## config.mk

```make
export PLATFORM = sky130hd
export DESIGN_NAME = lc3_decode
export DESIGN_NICKNAME = d
export VERILOG_FILES = /design/src/rtl/lc3_decode.sv
export SDC_FILE = /design/constraint.sdc
export NUM_CORES = 1
export LEC_CHECK = 0
export CAP_MARGIN = 5
export CORE_MARGIN = 5
export CORE_UTILIZATION = 43
export CTS_CLUSTER_DIAMETER = 60
export DETAILED_ROUTE_END_ITERATION = 10
export PLACE_DENSITY = 0.84
export SYNTH_ARGS = -nofsm -noshare
export SYNTH_HDL_FRONTEND = slang
export SYNTH_SLANG_ARGS = --single-unit
export TNS_END_PERCENT = 30
```

## constraint.sdc

```tcl
create_clock -name clock -period 1.4 [get_ports clock]
set_input_delay 0.21 -clock clock [delete_from_list [all_inputs] [get_ports clock]]
set_output_delay 0.21 -clock clock [all_outputs]
set_load 0.01 [all_outputs]
```

## src/rtl/lc3_decode.sv

```systemverilog
// LC-3 decode stage: registers the fetched instruction and its npc, and
// produces the execute/writeback/memory control words for that instruction.
module lc3_decode #(
   parameter logic [15:0] IR_RESET = 16'h0000
) (
   input  logic        clock,
   input  logic        reset,
   input  logic        enable_decode,
   input  logic [15:0] dout,
   input  logic [15:0] npc_in,
   output logic [15:0] IR,
   output logic [15:0] npc_out,
   output logic [5:0]  E_Control,
   output logic [1:0]  W_Control,
   output logic        Mem_Control,
   output logic        illegal_op
);

   localparam logic [3:0] OP_BR  = 4'b0000;
   localparam logic [3:0] OP_ADD = 4'b0001;
   localparam logic [3:0] OP_LD  = 4'b0010;
   localparam logic [3:0] OP_ST  = 4'b0011;
   localparam logic [3:0] OP_AND = 4'b0101;
   localparam logic [3:0] OP_LDR = 4'b0110;
   localparam logic [3:0] OP_STR = 4'b0111;
   localparam logic [3:0] OP_NOT = 4'b1001;
   localparam logic [3:0] OP_LDI = 4'b1010;
   localparam logic [3:0] OP_STI = 4'b1011;
   localparam logic [3:0] OP_JMP = 4'b1100;
   localparam logic [3:0] OP_LEA = 4'b1110;

   localparam logic [1:0] ALU_ADD = 2'b00;
   localparam logic [1:0] ALU_AND = 2'b01;
   localparam logic [1:0] ALU_NOT = 2'b10;

   localparam logic [1:0] PC1_ZERO = 2'b00;
   localparam logic [1:0] PC1_OFF6 = 2'b01;
   localparam logic [1:0] PC1_OFF9 = 2'b10;

   localparam logic [1:0] WB_ALU = 2'd0;
   localparam logic [1:0] WB_MEM = 2'd1;
   localparam logic [1:0] WB_PC  = 2'd2;

   logic [3:0]  opcode;
   logic [1:0]  alu_control_next;
   logic [1:0]  pcselect1_next;
   logic        pcselect2_next;
   logic        op2select_next;
   logic [1:0]  w_control_next;
   logic        mem_control_next;
   logic        illegal_next;

   logic [15:0] ir_reg;
   logic [15:0] npc_reg;
   logic [5:0]  e_control_reg;
   logic [1:0]  w_control_reg;
   logic        mem_control_reg;
   logic        illegal_reg;

   assign opcode = dout[15:12];

   // Control is decoded from the incoming word so it lands in the same edge as IR.
   always_comb begin
      alu_control_next = ALU_ADD;
      pcselect1_next   = PC1_ZERO;
      pcselect2_next   = 1'b0;
      op2select_next   = 1'b0;
      w_control_next   = WB_ALU;
      mem_control_next = 1'b0;
      illegal_next     = 1'b0;
      case (opcode)
         OP_ADD: begin
            alu_control_next = ALU_ADD;
            op2select_next   = ~dout[5];
         end
         OP_AND: begin
            alu_control_next = ALU_AND;
            op2select_next   = ~dout[5];
         end
         OP_NOT: begin
            alu_control_next = ALU_NOT;
         end
         OP_BR: begin
            pcselect1_next = PC1_OFF9;
            pcselect2_next = 1'b1;
         end
         OP_JMP: begin
            pcselect1_next = PC1_ZERO;
            pcselect2_next = 1'b0;
         end
         OP_LD: begin
            pcselect1_next = PC1_OFF9;
            pcselect2_next = 1'b1;
            w_control_next = WB_MEM;
         end
         OP_LDR: begin
            pcselect1_next = PC1_OFF6;
            pcselect2_next = 1'b0;
            w_control_next = WB_MEM;
         end
         OP_LDI: begin
            pcselect1_next   = PC1_OFF9;
            pcselect2_next   = 1'b1;
            w_control_next   = WB_MEM;
            mem_control_next = 1'b1;
         end
         OP_LEA: begin
            pcselect1_next = PC1_OFF9;
            pcselect2_next = 1'b1;
            w_control_next = WB_PC;
         end
         OP_ST: begin
            pcselect1_next = PC1_OFF9;
            pcselect2_next = 1'b1;
         end
         OP_STR: begin
            pcselect1_next = PC1_OFF6;
            pcselect2_next = 1'b0;
         end
         OP_STI: begin
            pcselect1_next   = PC1_OFF9;
            pcselect2_next   = 1'b1;
            mem_control_next = 1'b1;
         end
         default: begin
            illegal_next = 1'b1;
         end
      endcase
   end

   always_ff @(posedge clock) begin
      if (reset) begin
         ir_reg          <= IR_RESET;
         npc_reg         <= 16'h0000;
         e_control_reg   <= 6'b000000;
         w_control_reg   <= WB_ALU;
         mem_control_reg <= 1'b0;
         illegal_reg     <= 1'b0;
      end else if (enable_decode) begin
         ir_reg          <= dout;
         npc_reg         <= npc_in;
         e_control_reg   <= {alu_control_next, pcselect1_next, pcselect2_next, op2select_next};
         w_control_reg   <= w_control_next;
         mem_control_reg <= mem_control_next;
         illegal_reg     <= illegal_next;
      end
   end

   assign IR          = ir_reg;
   assign npc_out     = npc_reg;
   assign E_Control   = e_control_reg;
   assign W_Control   = w_control_reg;
   assign Mem_Control = mem_control_reg;
   assign illegal_op  = illegal_reg;

endmodule

```

# ---- Word level (Yosys, flattened, before mapping)
# Cells that the tools add are included.
# Widths: inputs -> output; s select.
dict set report totals {
  elab_cells 32
  out_inout_bits 42
  latch_bits 0
  romBits 0
  regBits 42
  ram_bits 0
  mem_count 0
  in_bits 35
}
dict set report classes {
  n_addsub 0
  shifts 0
  n_mux 7
  n_eq_ne 11
  magnitude_cmp 0
  n_reduce_logical 7
  div_mod_pow 0
  mul 0
  n_bitwise 1
}
# cell count
set ops {}
lappend ops {{$eq 4x4->1 const B} 5}
lappend ops {{$eq 4x3->1 const B} 3}
lappend ops {{$pmux 2 s2} 3}
lappend ops {{$reduce_or 12->1} 1}
lappend ops {{$eq 4x2->1 const B} 2}
lappend ops {{$reduce_or 2->1} 3}
lappend ops {{$reduce_or 6->1} 1}
lappend ops {{$eq 4x1->1 const B} 1}
lappend ops {{$logic_not 4->1} 1}
lappend ops {{$mux 1} 4}
lappend ops {{$reduce_or 3->1} 1}
lappend ops {{$not 1->1} 1}

# ---- Depth between registers and ports, before layout
dict set report depth {
  ltp_word 3
  depth_mapped 5
}

# ---- Worst setup path after synthesis
# No wires, ideal clock.
dict set report synth_path {
  kind {in2reg}
  startpoint {input port reset}
  endpoint {register e_control_reg[1] (netlist: E_Control[1])}
  setup_slack_ps 486
  t_arrival_ps 794
  path_stages 4
  required_ps 1280
  path_cell_list {buf_4 and4bb_1 a211oi_2 nor2_1}
}
# element line
set synth_lines {}
lappend synth_lines {{start, declared} 7} ;# input logic reset,
lappend synth_lines {{end signal, assigned} 142} ;# e_control_reg <= {alu_control_next, pcselect1_next, pcselect2_next, op2select_next};
lappend synth_lines {{end, declared} 55} ;# logic [5:0] e_control_reg;

# ---- Worst setup path after layout
dict set report layout_path {
  startpoint {register ir_reg[8] (netlist: IR[8])}
  endpoint {output port IR[8]}
}
# element line
set layout_lines {}
lappend layout_lines {{start, declared} 53} ;# logic [15:0] ir_reg;
lappend layout_lines {{start signal, assigned} 140} ;# ir_reg <= dout;
lappend layout_lines {{end, declared} 11} ;# output logic [15:0] IR,
# No word-level cell between the ends.

==> impl_metrics.py <==
metrics = {
    "status": {
        "status": "complete, no violations",
    },
    "global_route": {
        "grt_max_degree": 27,
        "overflow": 0,
        "antenna_found_initial": 0,
        "grt_pass1_wl_mm": 6.27,
        "grt_pass1_vias": 1343,
        "track_usage_pct": 15.8,
    },
    "drt": {
        "drt_wl_total_mm": 3.84,
        "drt_first_pass_iters": 5,
        "num_vias": 1356,
        "antenna_left": 0,
        "avgViaCountPerCell": 4.69,
        "wl_per_cell_um": 13.3,
        "first_iter_violations": 23,
        "post-route-drc-count": 0,
    },
    "final_layout": {
        "drive_gt1_share_pct": 7.88,
        "register_area_sq_um": 841,
        "nNetsFinal": 276,
        "multi_input_area_sq_um": 689,
        "antenna_cells": 0,
        "utilization_pct": 71.3,
        "fillCellCount": 276,
        "area_growth_pct": 61.8,
    },
    "timing": {
        "drv_slew": 0,
        "finalCritPeriodShare_pct": 97.4,
        "worst_slew_pin_slew_ns": 0.282,
        "hold_slack_ns": 0.370,
        "rsz0062_at_grt": "no",
        "max_freq_mhz": 734,
        "finalClockSkew_ns": 0,
        "setup_viol": 0,
        "final_hold_viol_count": 0,
        "maxSlewHeadroom_pct": 81.2,
        "finalCriticalPeriod_ns": 1.36,
    },
    "clocking": {
        "cts_root_buffer": "clkbuf_8",
        "cts_tree": "built",
        "clk_pin_slew_ns": 0.07,
        "clk_latency_ns": 0.28,
        "clockBufferDepth": 2,
        "h-tree-depth": 2,
        "ctsHoldBuffers": 0,
        "postCtsSetupBuffers": 0,
        "clock-sinks": 42,
        "cts_made_buffers": 5,
    },
    "synth": {
        "yosys-top-cells-area": "dfxtp_1 53%, mux2i_1 20%, nor2_1 9.6%",
        "synth_area_sq_um": 1600,
        "yosysTopAreaCell": "dfxtp_1",
        "yosysWarnings": 0,
        "syn_area_per_cell_sq_um": 10.0,
        "ys_seq_area_share_pct": 52.5,
        "yosys.area.top_type_share_pct": 52.5,
        "ys_types": 20,
        "netlist_instances": 160,
        "synth_fp_nets": 195,
        "ys_ff_latch": 42,
    },
    "floorplan": {
        "die_x_um": 71.0,
        "die-area_sq_um": 5050,
        "ios": 77,
        "die_h_um": 71.0,
        "core_sq_um": 3630,
        "start_util_pct": 44.1,
        "fp-row-count": 22,
    },
    "setup_path": {
        "critical-path-top-delay-family": "buffers and inverters",
        "start_kind": "register",
        "crit_type": "register to primary output",
        "crit_chain": "clkdlybuf4s50_1",
        "arrival_ns": 1.15,
        "cp.required_ns": 1.19,
        "cp_slowest_cell": "clkdlybuf4s50_1",
        "worstPathMaxFanout": 2,
        "critical_path.endpoint_type": "primary output",
        "path_buf_inv": 1,
        "slowest_delay_ns": 0.54,
    },
    "power_and_ir_drop": {
        "p_leak_uw": 0.00162,
        "ir_worst_vdd_mv": 0.709,
        "powerDensity_nw_per_um2": 945,
    },
    "place": {
        "hpwl_mm": 2.79,
        "gp_routability_congestion": 0.754,
        "io_buffers": 76,
    },
    "min_path": {
        "hp-class": "input port to register",
    },
    "flow_run": {
        "drv_cap": 0,
    },
}
==> synth_stat cells <==
cell	instances
a211oi_2	1
nand2_1	2
and4bb_1	1
and3_1	1
buf_4	4
nor2_1	41
a21oi_1	8
nor2b_1	2
o21bai_1	1
mux2i_1	32
nor2b_4	1
and2b_1	1
nand2b_1	7
buf_6	1
nand4_1	1
nand3_1	6
clkbuf_1	4
a311oi_2	1
buf_2	3
dfxtp_1	42
==> what timing repair did <==
| item | CTS | global route |
|---|---|---|
| resized for setup | 5 | 35 |
| hold endpoints to repair | 0 | 0 |
| setup endpoints to repair | 5 | 35 |
==> path summary, 6_finish.rpt <==
| path | startpoint | end | depth (start not counted) | slack [ns] |
|---|---|---|---|---|
| setup / recovery | IR[8] | IR[8] | 1 | 0.04 |
| hold / removal | enable_decode | IR[4] | 3 | 0.37 |
| setup reg to reg | illegal_op | illegal_op | 2 | 0.73 |
| hold reg to reg | E_Control[2] | E_Control[2] | 2 | 0.46 |
==> kinds of logic (layout without fill, tap and decap cells) <==
family | Yosys count | after routing | synth area share [%]
multiplexers | 32 | 32 | 20.0
AO/OA/AOI/OAI | 11 | 11 | 4.69
flip-flops | 42 | 42 | 52.5
buffers and inverters | 12 | 93 | 4.45
AND/OR/NAND/NOR | 63 | 63 | 18.4
==> report_power, final <==
group	switching (uW)	leakage, uW	total [uW]	internal, uW
registers	29.9	0.000346	1290	1260
logic	181	0.00124	442	261
clock network	372	0.0000383	715	343
==> per-layer routing <==
metal,track usage [%],up-vias,share of wire (%),routed length [um]
met4,5.64,0,0.73,28
li1,-,691,-,-
met2,26.6,49,49,1880
met3,8.52,2,10,396
met1,16.9,614,40,1530
met5,0,-,0,0
==> state kept, by name, indices dropped and copies added, names as in the netlist <==
register and count:
npc_out 16, W_Control 2, IR 16, Mem_Control 1
E_Control 6, illegal_op 1
==> per-stage QoR <==
stage                     cell area [sq um]  std cells  setup slack [ns]  TNS, ns  power [uW]
final                                  2590        289            0.0367        0        2450
after global routing                   2590        289          0.000318        0        2570
after CTS                              2500        289           0.00316        0        2490
after detailed placement               2430        282           -0.0609   -0.134        1780
after global placement                 2430        282          -0.00982  -0.0185        1780
after floorplan                        1600        160             0.486        0        1520
==> layout make-up <==
type	count	area share (%)
multi-input combinational	106	26.6
clock buffer	7	2.95
timing repair buffer	86	35.7
tap	48	2.32
sequential	42	32.4
==> cell usage in the layout (no fill, tap or decap), types with 2 or more instances in the layout <==
master / n
dfxtp_1: 42
nor2_1: 41
clkdlybuf4s50_1: 35
dlymetal6s2s_1: 35
mux2i_1: 32
buf_4: 9
a21oi_1: 8
nand2b_1: 7
nand3_1: 6
clkbuf_8: 5
dlygate4sd2_1: 5
nor2b_1: 2
nand2_1: 2
clkbuf_1: 2
Note: power is estimated with default switching activity, not from simulation.
